## src/rtl/ocp_pkg.sv

```systemverilog
`default_nettype none
// ============================================================================
// Module   : ocp_pkg
// Brief    : Shared OCP encodings (MCmd, SResp) and link FSM state encoding.
// Revision : 1.0 - initial release
// ============================================================================
package ocp_pkg;

  localparam logic [2:0] c_MCMD_IDLE = 3'b000;
  localparam logic [2:0] c_MCMD_WR   = 3'b001;
  localparam logic [2:0] c_MCMD_RD   = 3'b010;

  localparam logic [1:0] c_SRESP_NULL = 2'b00;
  localparam logic [1:0] c_SRESP_DVA  = 2'b01;
  localparam logic [1:0] c_SRESP_FAIL = 2'b10;
  localparam logic [1:0] c_SRESP_ERR  = 2'b11;

  typedef enum logic [1:0] {
    ST_IDLE = 2'd0,
    ST_CMD  = 2'd1,
    ST_RESP = 2'd2,
    ST_DONE = 2'd3
  } ocp_state_e;

endpackage
`default_nettype wire

```

## src/rtl/ocp_master_fsm_if.sv

```systemverilog
`default_nettype none
// ============================================================================
// Module   : ocp_master_fsm_if
// Brief    : Local request/response port plus basic OCP link of the master.
// Revision : 1.0 - initial release
// ============================================================================
interface ocp_master_fsm_if #(
  parameter int ADDR_WIDTH = 32,
  parameter int DATA_WIDTH = 32
);
  logic                  req_valid;
  logic                  req_ready;
  logic                  req_write;
  logic [ADDR_WIDTH-1:0] req_addr;
  logic [DATA_WIDTH-1:0] req_wdata;
  logic                  rsp_valid;
  logic [DATA_WIDTH-1:0] rsp_rdata;
  logic                  rsp_err;
  logic                  rsp_timeout;
  logic [2:0]            MCmd;
  logic [ADDR_WIDTH-1:0] MAddr;
  logic [DATA_WIDTH-1:0] MData;
  logic                  SCmdAccept;
  logic [1:0]            SResp;
  logic [DATA_WIDTH-1:0] SData;

  modport master (
    input  req_valid, req_write, req_addr, req_wdata, SCmdAccept, SResp, SData,
    output req_ready, rsp_valid, rsp_rdata, rsp_err, rsp_timeout, MCmd, MAddr, MData
  );

  modport slave (
    output req_valid, req_write, req_addr, req_wdata, SCmdAccept, SResp, SData,
    input  req_ready, rsp_valid, rsp_rdata, rsp_err, rsp_timeout, MCmd, MAddr, MData
  );
endinterface
`default_nettype wire

```

## src/rtl/ocp_timeout_ctr.sv

```systemverilog
`default_nettype none
// ============================================================================
// Module   : ocp_timeout_ctr
// Brief    : Saturating wait counter; expired when it reaches TIMEOUT_CYCLES-1.
// Revision : 1.0 - initial release
// ============================================================================
module ocp_timeout_ctr #(
  parameter int TIMEOUT_CYCLES = 256
) (
  input  logic clock,
  input  logic reset,
  input  logic clear,
  input  logic enable,
  output logic expired
);
  localparam int c_CW = $clog2(TIMEOUT_CYCLES);
  localparam logic [c_CW-1:0] c_LAST = c_CW'(TIMEOUT_CYCLES - 1);

  logic [c_CW-1:0] r_count;

  always_ff @(posedge clock or negedge reset) begin
    if (!reset) begin
      r_count <= '0;
    end else if (clear) begin
      r_count <= '0;
    end else if (enable && (r_count != c_LAST)) begin
      r_count <= r_count + 1'b1;
    end
  end

  assign expired = (r_count == c_LAST);
endmodule
`default_nettype wire

```

## src/rtl/ocp_master_fsm.sv

```systemverilog
`default_nettype none
// ============================================================================
// Module   : ocp_master_fsm
// Brief    : Single-outstanding OCP master; OCP_MASTER_TIMEOUT_EN adds abort.
// Revision : 1.0 - initial release
// ============================================================================
module ocp_master_fsm
  import ocp_pkg::*;
#(
  parameter int ADDR_WIDTH     = 32,
  parameter int DATA_WIDTH     = 32,
  parameter int TIMEOUT_CYCLES = 256
) (
  input  logic               clock,
  input  logic               reset,
  ocp_master_fsm_if.master   bus
);
  ocp_state_e            r_state, w_state_nxt;
  logic                  r_write, w_write_nxt;
  logic                  r_req_ready, w_req_ready_nxt;
  logic                  r_rsp_valid, w_rsp_valid_nxt;
  logic [DATA_WIDTH-1:0] r_rsp_rdata, w_rsp_rdata_nxt;
  logic                  r_rsp_err, w_rsp_err_nxt;
  logic                  r_rsp_timeout, w_rsp_timeout_nxt;
  logic [2:0]            r_mcmd, w_mcmd_nxt;
  logic [ADDR_WIDTH-1:0] r_maddr, w_maddr_nxt;
  logic [DATA_WIDTH-1:0] r_mdata, w_mdata_nxt;
  logic                  w_expired;

  generate
    if (TIMEOUT_CYCLES < 2) begin : g_param_check
      $error("ocp_master_fsm: TIMEOUT_CYCLES must be at least 2");
    end
  endgenerate

`ifdef OCP_MASTER_TIMEOUT_EN
  logic w_ctr_clear, w_ctr_enable;
  // Holding clear through IDLE guarantees the count starts at zero in CMD.
  assign w_ctr_clear  = (r_state == ST_IDLE);
  assign w_ctr_enable = (r_state == ST_CMD) || (r_state == ST_RESP);

  ocp_timeout_ctr #(
    .TIMEOUT_CYCLES (TIMEOUT_CYCLES)
  ) u_timeout_ctr (
    .clock   (clock),
    .reset   (reset),
    .clear   (w_ctr_clear),
    .enable  (w_ctr_enable),
    .expired (w_expired)
  );
`else
  assign w_expired = 1'b0;
`endif

  always_ff @(posedge clock or negedge reset) begin
    if (!reset) begin
      r_state       <= ST_IDLE;
      r_write       <= 1'b0;
      r_req_ready   <= 1'b0;
      r_rsp_valid   <= 1'b0;
      r_rsp_rdata   <= '0;
      r_rsp_err     <= 1'b0;
      r_rsp_timeout <= 1'b0;
      r_mcmd        <= c_MCMD_IDLE;
      r_maddr       <= '0;
      r_mdata       <= '0;
    end else begin
      r_state       <= w_state_nxt;
      r_write       <= w_write_nxt;
      r_req_ready   <= w_req_ready_nxt;
      r_rsp_valid   <= w_rsp_valid_nxt;
      r_rsp_rdata   <= w_rsp_rdata_nxt;
      r_rsp_err     <= w_rsp_err_nxt;
      r_rsp_timeout <= w_rsp_timeout_nxt;
      r_mcmd        <= w_mcmd_nxt;
      r_maddr       <= w_maddr_nxt;
      r_mdata       <= w_mdata_nxt;
    end
  end

  always_comb begin
    w_state_nxt       = r_state;
    w_write_nxt       = r_write;
    w_rsp_rdata_nxt   = r_rsp_rdata;
    w_rsp_err_nxt     = r_rsp_err;
    w_rsp_timeout_nxt = r_rsp_timeout;
    w_mcmd_nxt        = r_mcmd;
    w_maddr_nxt       = r_maddr;
    w_mdata_nxt       = r_mdata;

    unique case (r_state)
      ST_IDLE: begin
        if (bus.req_valid && r_req_ready) begin
          w_state_nxt = ST_CMD;
          w_write_nxt = bus.req_write;
          w_mcmd_nxt  = bus.req_write ? c_MCMD_WR : c_MCMD_RD;
          w_maddr_nxt = bus.req_addr;
          w_mdata_nxt = bus.req_write ? bus.req_wdata : '0;
        end
      end
      ST_CMD: begin
        if (bus.SCmdAccept) begin
          w_mcmd_nxt  = c_MCMD_IDLE;
          w_maddr_nxt = '0;
          w_mdata_nxt = '0;
          // Response lines are only meaningful for reads.
          if (r_write) begin
            w_state_nxt       = ST_DONE;
            w_rsp_rdata_nxt   = '0;
            w_rsp_err_nxt     = 1'b0;
            w_rsp_timeout_nxt = 1'b0;
          end else if (bus.SResp != c_SRESP_NULL) begin
            w_state_nxt       = ST_DONE;
            w_rsp_rdata_nxt   = bus.SData;
            w_rsp_err_nxt     = (bus.SResp != c_SRESP_DVA);
            w_rsp_timeout_nxt = 1'b0;
          end else begin
            w_state_nxt = ST_RESP;
          end
        end else if (w_expired) begin
          w_state_nxt       = ST_DONE;
          w_mcmd_nxt        = c_MCMD_IDLE;
          w_maddr_nxt       = '0;
          w_mdata_nxt       = '0;
          w_rsp_rdata_nxt   = '0;
          w_rsp_err_nxt     = 1'b1;
          w_rsp_timeout_nxt = 1'b1;
        end
      end
      ST_RESP: begin
        if (bus.SResp != c_SRESP_NULL) begin
          w_state_nxt       = ST_DONE;
          w_rsp_rdata_nxt   = bus.SData;
          w_rsp_err_nxt     = (bus.SResp != c_SRESP_DVA);
          w_rsp_timeout_nxt = 1'b0;
        end else if (w_expired) begin
          w_state_nxt       = ST_DONE;
          w_rsp_rdata_nxt   = '0;
          w_rsp_err_nxt     = 1'b1;
          w_rsp_timeout_nxt = 1'b1;
        end
      end
      ST_DONE: begin
        w_state_nxt = ST_IDLE;
      end
      default: begin
        w_state_nxt = ST_IDLE;
      end
    endcase

    // Registered view of the next state keeps both flags glitch-free.
    w_rsp_valid_nxt = (w_state_nxt == ST_DONE);
    w_req_ready_nxt = (w_state_nxt == ST_IDLE);
  end

  assign bus.req_ready   = r_req_ready;
  assign bus.rsp_valid   = r_rsp_valid;
  assign bus.rsp_rdata   = r_rsp_rdata;
  assign bus.rsp_err     = r_rsp_err;
  assign bus.rsp_timeout = r_rsp_timeout;
  assign bus.MCmd        = r_mcmd;
  assign bus.MAddr       = r_maddr;
  assign bus.MData       = r_mdata;
endmodule
`default_nettype wire

```

## src/flat_wrapper.sv

```systemverilog
// flat-port wrapper written by rule: the top's interface ports become plain ports
module ocp_master_fsm_flat import ocp_pkg::*;
#(
  parameter int ADDR_WIDTH     = 32,
  parameter int DATA_WIDTH     = 32,
  parameter int TIMEOUT_CYCLES = 256
)
  (clock, reset, bus_req_valid, bus_req_write, bus_req_addr, bus_req_wdata, bus_SCmdAccept, bus_SResp, bus_SData, bus_req_ready, bus_rsp_valid, bus_rsp_rdata, bus_rsp_err, bus_rsp_timeout, bus_MCmd, bus_MAddr, bus_MData);
  ocp_master_fsm_if #(.ADDR_WIDTH(ADDR_WIDTH), .DATA_WIDTH(DATA_WIDTH)) bus_i ();
  input  logic clock;
  input  logic reset;
  input wire logic [$bits(bus_i.req_valid)-1:0] bus_req_valid;
  input wire logic [$bits(bus_i.req_write)-1:0] bus_req_write;
  input wire logic [$bits(bus_i.req_addr)-1:0] bus_req_addr;
  input wire logic [$bits(bus_i.req_wdata)-1:0] bus_req_wdata;
  input wire logic [$bits(bus_i.SCmdAccept)-1:0] bus_SCmdAccept;
  input wire logic [$bits(bus_i.SResp)-1:0] bus_SResp;
  input wire logic [$bits(bus_i.SData)-1:0] bus_SData;
  output wire logic [$bits(bus_i.req_ready)-1:0] bus_req_ready;
  output wire logic [$bits(bus_i.rsp_valid)-1:0] bus_rsp_valid;
  output wire logic [$bits(bus_i.rsp_rdata)-1:0] bus_rsp_rdata;
  output wire logic [$bits(bus_i.rsp_err)-1:0] bus_rsp_err;
  output wire logic [$bits(bus_i.rsp_timeout)-1:0] bus_rsp_timeout;
  output wire logic [$bits(bus_i.MCmd)-1:0] bus_MCmd;
  output wire logic [$bits(bus_i.MAddr)-1:0] bus_MAddr;
  output wire logic [$bits(bus_i.MData)-1:0] bus_MData;
  assign bus_i.req_valid = bus_req_valid;
  assign bus_i.req_write = bus_req_write;
  assign bus_i.req_addr = bus_req_addr;
  assign bus_i.req_wdata = bus_req_wdata;
  assign bus_i.SCmdAccept = bus_SCmdAccept;
  assign bus_i.SResp = bus_SResp;
  assign bus_i.SData = bus_SData;
  assign bus_req_ready = bus_i.req_ready;
  assign bus_rsp_valid = bus_i.rsp_valid;
  assign bus_rsp_rdata = bus_i.rsp_rdata;
  assign bus_rsp_err = bus_i.rsp_err;
  assign bus_rsp_timeout = bus_i.rsp_timeout;
  assign bus_MCmd = bus_i.MCmd;
  assign bus_MAddr = bus_i.MAddr;
  assign bus_MData = bus_i.MData;
  ocp_master_fsm #(.ADDR_WIDTH(ADDR_WIDTH), .DATA_WIDTH(DATA_WIDTH), .TIMEOUT_CYCLES(TIMEOUT_CYCLES)) u_core (.clock(clock), .reset(reset), .bus(bus_i));
endmodule
```

## config.mk

```make
export PLATFORM = sky130hd
export DESIGN_NAME = ocp_master_fsm_flat
export DESIGN_NICKNAME = d
export VERILOG_FILES = /design/src/rtl/ocp_pkg.sv /design/src/rtl/ocp_master_fsm_if.sv /design/src/rtl/ocp_timeout_ctr.sv /design/src/rtl/ocp_master_fsm.sv /design/src/flat_wrapper.sv
export SDC_FILE = /design/constraint.sdc
export NUM_CORES = 1
export LEC_CHECK = 0
export ABC_AREA = 1
export BUFFER_PORTS_ARGS = -buffer_cell sky130_fd_sc_hd__clkbuf_2
export CAP_MARGIN = 25
export CORE_MARGIN = 3
export CORE_UTILIZATION = 45
export CTS_BUF_LIST = sky130_fd_sc_hd__clkbuf_8 sky130_fd_sc_hd__clkbuf_16
export CTS_CLUSTER_SIZE = 16
export DETAILED_ROUTE_END_ITERATION = 12
export PLACE_DENSITY_LB_ADDON = 0.08
export SLEW_MARGIN = 20
export SYNTH_ARGS = -nofsm -noshare
export SYNTH_HDL_FRONTEND = slang
export SYNTH_HIERARCHICAL = 1
export SYNTH_SLANG_ARGS = --single-unit
export TNS_END_PERCENT = 10
```

## constraint.sdc

```tcl
create_clock -name clock -period 1.4 [get_ports clock]
set_input_delay 0.14 -clock clock [delete_from_list [all_inputs] [get_ports clock]]
set_output_delay 0.14 -clock clock [all_outputs]
set_load 0.01 [all_outputs]
```

==> results of run 1 <==
==> stage by stage <==
stage | worst slack (ps) | instance area, um^2
6_report | 113 | 6710
5_1_grt | -1.12 | 6710
4_1_cts | 93.0 | 6710
3_5_place_dp | 109 | 5800
3_3_place_gp | 145 | 5800
2_1_floorplan | 218 | 4550
==> worst max-delay path, cell delays in order (launching register included) <==
cell                      delay [ps]
sky130_fd_sc_hd__dfrtp_1         420
sky130_fd_sc_hd__inv_2           120
sky130_fd_sc_hd__nand2_2          90
sky130_fd_sc_hd__nand2_2         100
sky130_fd_sc_hd__nand2_2          70
sky130_fd_sc_hd__buf_12          180
sky130_fd_sc_hd__nand2_1         100
sky130_fd_sc_hd__inv_1            60
sky130_fd_sc_hd__nor2_1           80
==> state kept, by name, indices dropped and copies added, names as in the netlist <==
signal / cells
u_core/bus.rsp_timeout: 1
u_core/bus.MData: 32
u_core/bus.req_ready: 1
u_core/bus.MCmd: 2
u_core/r_write: 1
u_core/r_state: 2
u_core/bus.MAddr: 32
u_core/bus.rsp_rdata: 32
u_core/bus.rsp_err: 1
u_core/bus.rsp_valid: 1
==> layer usage <==
layer,vias up,global-route usage [%]
li1,2209,-
met4,0,8.68
met5,-,0
met2,194,35.9
met3,29,4.21
met1,2034,29.1
==> cell usage after synthesis <==
library cell	count	share of area, %
sky130_fd_sc_hd__buf_2	18	2.0
sky130_fd_sc_hd__nor2_1	5	0.41
sky130_fd_sc_hd__buf_1	4	0.33
sky130_fd_sc_hd__buf_4	8	1.3
sky130_fd_sc_hd__o21ai_0	2	0.22
sky130_fd_sc_hd__nand2_2	4	0.55
sky130_fd_sc_hd__nor2_2	1	0.14
sky130_fd_sc_hd__nand3_1	101	11
sky130_fd_sc_hd__nand4_4	1	0.47
sky130_fd_sc_hd__inv_1	67	5.5
sky130_fd_sc_hd__nand2_4	1	0.25
sky130_fd_sc_hd__dfrtp_1	105	58
sky130_fd_sc_hd__inv_2	4	0.33
sky130_fd_sc_hd__nand3_2	1	0.22
sky130_fd_sc_hd__nand2_1	230	19
sky130_fd_sc_hd__clkbuf_1	3	0.25
sky130_fd_sc_hd__nand4_1	1	0.14
sky130_fd_sc_hd__conb_1	1	0.082
==> cell families (layout without fill, tap and decap cells) <==
family	Yosys count	after routing	share of synthesized area, %
compound gates	2	2	0.220
buf+inv	104	371	9.73
flops	105	105	57.7
other cells	1	1	0.0824
simple gates	345	345	32.2
==> layout make-up <==
class / instances / area [um^2]
inverter: 71 / 267
timing repair buffer: 285 / 1920
clock buffer: 10 / 138
tap: 133 / 166
sequential: 105 / 2630
clock inverter: 5 / 104
multi-input combinational: 348 / 1490
fill: 829 / 3110
==> report_power, final <==
group          internal, W  leakage (nW)  switching [W]
clock              0.00123         0.122       0.000987
combinational      0.00255          2.61        0.00362
sequential         0.00442          1.36       0.000794
==> path summary, 6_finish.rpt <==
check / to / cells after the start
worst max-delay path: u_core/bus.rsp_timeout / 8
worst min-delay path: u_core/bus.rsp_err / 3
worst max register to register: u_core/bus.rsp_timeout / 8
worst min register to register: u_core/bus.rsp_rdata[30] / 2
max in group asynchronous: u_core/bus.req_ready / 3
min in group asynchronous: u_core/bus.MCmd[0] / 2
==> cells in the final DEF, fill, tap and decap left out, drive strengths merged <==
cell and n:
o21ai 2, nor2 6, clkbuf 213, bufinv 3, buf 16, inv 71, clkinv 2, nand4 2
conb 1, nand3 102, nand2 235, dfrtp 105, dlygate4sd3 66
==> what timing repair did <==
action	CTS	global route
hold endpoints to repair	86	0
resized for setup	0	1
hold buffers	66	0
endpoints found under the setup margin	0	1
==> results.py, run 1 <==
metrics = {
    "global_route": {
        "number_of_global_route_vias_before_repair": 4322,
        "grt_pass1_wl_mm": 20.1,
        "track_usage_pct": 22.0,
        "antenna_found_initial": 0,
        "grt.overflow.total": 0,
        "grt_max_degree": 38,
    },
    "detailed_routing": {
        "detail_route.wirelength_mm": 12.3,
        "route.met2.wl_mm": 6.00,
        "drtPass1Iterations": 6,
        "drt_iter0_drc": 219,
        "detailroute.via_count": 4466,
        "wl_met3_um": 976,
        "vias_per_cell": 4.67,
        "postRouteAntennaNets": 0,
        "maxUsedRoutingLayer": "met4",
        "detail_route.wirelength.met1_mm": 5.05,
        "wire_per_inst_um": 12.9,
        "remaining_drc_errors": 0,
    },
    "hold_path": {
        "worstHoldPathType": "in2reg",
        "hold_path.startpoint": "bus_SResp[1]",
    },
    "critical_path": {
        "required_time_reported_for_the_critical_path_endpoint_ps": 1690,
        "endpoint_kind": "register",
        "criticalPathCategory": "reg2reg",
        "setup.worst_path.start_class": "register",
        "critPathArrivalTime_ps": 1580,
        "path_max_fanout": 32,
        "worstReg2RegStart": "u_core/r_state[0]",
        "r2r_setup_slack_ps": 110,
        "timing.critical_path.from": "u_core/r_state[0]",
    },
    "synth": {
        "ys_seq_elements": 105,
        "synth-seq-area-share_pct": 57.7,
        "syn-instance-count": 557,
        "synth.distinct_cells": 18,
        "synthesis.yosys.warnings": 6,
        "avgSynthCellArea_um2": 8.17,
        "mappedNetlistArea_mm2": 0.00455,
        "synthesis.nets": 660,
    },
    "sta": {
        "timing_max_transition_violations_final": 0,
        "hold_viol_final": 0,
        "timing.clock.skew_ps": 6.76,
        "setup_total_negative_slack_ps": 0,
        "finalSetupViolCount": 0,
        "final.period_utilization_pct": 91.9,
        "grt_setup_unrepaired": "true",
        "period_minus_slack_ps": 1290,
        "fmaxAchievable_mhz": 777,
        "hold_ws_ps": 55.9,
    },
    "floorplan": {
        "floorplan.core_area_mm2": 0.00982,
        "num_rows": 36,
        "die-area_mm2": 0.0114,
        "num_io_pins": 206,
        "initial_utilization_pct": 46.4,
        "die_h_um": 107,
        "die-width_um": 107,
    },
    "clocking": {
        "clock_sink_count": 105,
        "insertion_delay_ps": 360,
        "clkTransAtPathRegs_ps": 90,
        "number_of_buffers_created_by_cts": 9,
        "h-tree-depth": 3,
        "post_cts_buffers": 0,
        "max-clock-path-buffers": 2,
        "cts_tree": "built",
        "clock-root-buffer": "sky130_fd_sc_hd__clkbuf_8",
    },
    "power_and_ir_drop": {
        "leakage_nw": 4.09,
        "vdd.ir_drop.worst_mv": 0.839,
        "power_density_mw_per_mm2": 2020,
        "totalPowerFinal_w": 0.0136,
    },
    "final_layout": {
        "final_cells": 957,
        "finalCoreUtilization_pct": 68.4,
        "post_route_cells_drive_above_1_share_pct": 29.9,
        "nets": 923,
        "antenna_cells": 0,
        "area_delta_synth_final_pct": 47.5,
    },
    "place": {
        "final_replace_weighted_congestion": 0.811,
        "place_hpwl_mm": 8.23,
        "port-buffer-count": 204,
        "placed_cells": 876,
    },
    "status": {
        "run_status": "complete, no violations",
    },
    "job": {
        "timing.max_cap.violations": 0,
    },
}
Note: power is estimated with default switching activity, not from simulation.
==> run 2, diff against run 1 <==
==> constraint.sdc (replaced) <==
create_clock -name clock -period 1.4 [get_ports clock]
set_input_delay 0.14 -clock clock [delete_from_list [all_inputs] [get_ports clock]]
set_output_delay 0.14 -clock clock [all_outputs]
set_load 0.05 [all_outputs]
==> results.py, run 2 (synthesis gave the netlist of run 1 again) <==
metrics = {
    "status": {
        "run_status": "complete, no violations",
    },
    "critical_path": {
        "path_max_fanout": 18,
        "critPathArrivalTime_ps": 1610,
        "criticalPathCategory": "reg2reg",
        "endpoint_kind": "register",
        "path_common_cell": "sky130_fd_sc_hd__nand2_1",
        "slowest_cell_on_the_critical_path": "sky130_fd_sc_hd__dfrtp_1",
        "worstPathCellList": "inv_2, nand3_2, nand2_4, nand2_2, buf_12, nand2_1, nand2_1, inv_1",
        "required_time_reported_for_the_critical_path_endpoint_ps": 1700,
        "cp_slowest_stage_delay_ps": 440,
        "setup.worst_path.start_class": "register",
    },
    "sta": {
        "setup_total_negative_slack_ps": 0,
        "finalSetupViolCount": 0,
        "fmaxAchievable_mhz": 760,
        "timing_max_transition_violations_final": 0,
        "grt_setup_unrepaired": "true",
        "final.period_utilization_pct": 94.0,
        "period_minus_slack_ps": 1320,
        "timing.clock.skew_ps": 10.6,
        "hold_ws_ps": 25.9,
        "hold_viol_final": 0,
    },
    "global_route": {
        "grt.overflow.total": 0,
        "antenna_found_initial": 0,
        "number_of_global_route_vias_before_repair": 4440,
        "grt_max_degree": 68,
        "grt_pass1_wl_mm": 20.9,
        "track_usage_pct": 22.7,
    },
    "floorplan": {
        "die-area_mm2": 0.0114,
        "num_io_pins": 206,
        "floorplan.core_area_mm2": 0.00982,
        "die-width_um": 107,
        "die_h_um": 107,
        "num_rows": 36,
        "initial_utilization_pct": 46.4,
    },
    "detailed_routing": {
        "drt_iter0_drc": 229,
        "detail_route.wirelength_mm": 12.9,
        "detailroute.via_count": 4437,
        "wire_per_inst_um": 13.5,
        "drtPass1Iterations": 6,
        "postRouteAntennaNets": 0,
        "vias_per_cell": 4.63,
        "remaining_drc_errors": 0,
    },
    "power_and_ir_drop": {
        "leakage_nw": 4.06,
        "power_density_mw_per_mm2": 2600,
        "totalPowerFinal_w": 0.0173,
        "vdd.ir_drop.worst_mv": 1.39,
    },
    "final_layout": {
        "nets": 924,
        "post_route_cells_drive_above_1_share_pct": 30.3,
        "layout_common_cells": "sky130_fd_sc_hd__nand2_1, sky130_fd_sc_hd__clkbuf_2, sky130_fd_sc_hd__dfrtp_1",
        "layout.filler_cells": 840,
        "antenna_cells": 0,
        "area_delta_synth_final_pct": 46.7,
        "final_design_instance_area_without_fill_mm2": 0.00668,
        "most_frequent_standard_cell_in_the_layout_excluding_fill_and_tap_cells": "sky130_fd_sc_hd__nand2_1",
    },
    "clocking": {
        "clock-root-buffer": "sky130_fd_sc_hd__clkbuf_8",
        "max-clock-path-buffers": 2,
        "post_cts_buffers": 0,
        "clkTransAtPathRegs_ps": 100,
        "cts_tree": "built",
        "h-tree-depth": 3,
        "number_of_buffers_created_by_cts": 9,
        "clock_sink_count": 105,
        "insertion_delay_ps": 350,
    },
    "place": {
        "place_hpwl_mm": 8.54,
        "postPlaceCellArea_mm2": 0.00581,
        "final_replace_weighted_congestion": 0.776,
        "port-buffer-count": 204,
    },
    "job": {
        "timing.max_cap.violations": 0,
    },
    "hold_path": {
        "worstHoldPathType": "in2reg",
    },
}
-- run 2: timing repair --
item                                   4_1_cts  5_1_grt
gates resized for setup                      0        2
setup endpoints to repair                    0        4
hold buffers                                65        0
endpoints found under the hold margin       90        0
-- run 2: layer usage --
layer | vias up | share of wire, % | GRT usage [%]
li1 | 2211 | - | -
met3 | 19 | 7.0 | 5.12
met5 | - | 0 | 0
met4 | 0 | 1.8 | 7.85
met1 | 2058 | 42 | 29.6
met2 | 149 | 49 | 37.6
-- run 2: path summary, 6_finish.rpt --
kind                                     startpoint                        to  slack [ps]  cells after the start
max                               u_core/r_state[1]  u_core/bus.rsp_rdata[26]          80                      8
min                                   bus_SData[30]  u_core/bus.rsp_rdata[30]          30                      3
max reg2reg                       u_core/r_state[1]  u_core/bus.rsp_rdata[26]          80                      8
min reg2reg                u_core/bus.rsp_rdata[30]  u_core/bus.rsp_rdata[30]         500                      2
max in group asynchronous                     reset      u_core/bus.MData[21]         570                      3
min in group asynchronous                     reset      u_core/bus.MData[27]         250                      2
-- run 2: worst max-delay path, delay by kind of cell, from the launching register on --
kind / cells / cell delay, ps
buffers and inverters: 3 / 340
flip-flops: 1 / 440
AND/OR/NAND/NOR: 5 / 490
-- run 2: where the power goes --
| group | switching (W) | total, W | internal (W) | leakage (nW) |
|---|---|---|---|---|
| sequential | 0.000777 | 0.00519 | 0.00442 | 1.36 |
| combinational | 0.00780 | 0.0104 | 0.00261 | 2.62 |
| clock | 0.000995 | 0.00173 | 0.000736 | 0.0888 |
| total | 0.00957 | 0.0173 | 0.00776 | 4.06 |
-- run 2: area by class of cell --
class | instances | area (um^2) | area share [%]
flip-flops and latches | 105 | 2630 | 39.4
repair buffers | 286 | 1940 | 29.1
multi-input cells | 348 | 1490 | 22.3
inverters | 71 | 267 | 3.99
well taps | 133 | 166 | 2.49
clock buffers | 11 | 151 | 2.27
clock inverters | 5 | 31.3 | 0.468
-- run 2: metrics by stage --
stage / instances / util (%) / worst slack, ps
floorplan: 557 / - / 118
global placement: 877 / 59.2 / 135
detailed placement: 877 / 59.2 / 78.6
CTS: 958 / 67.7 / 62.0
global route: 959 / 68.0 / -26.3
finish: 959 / 68.0 / 83.9
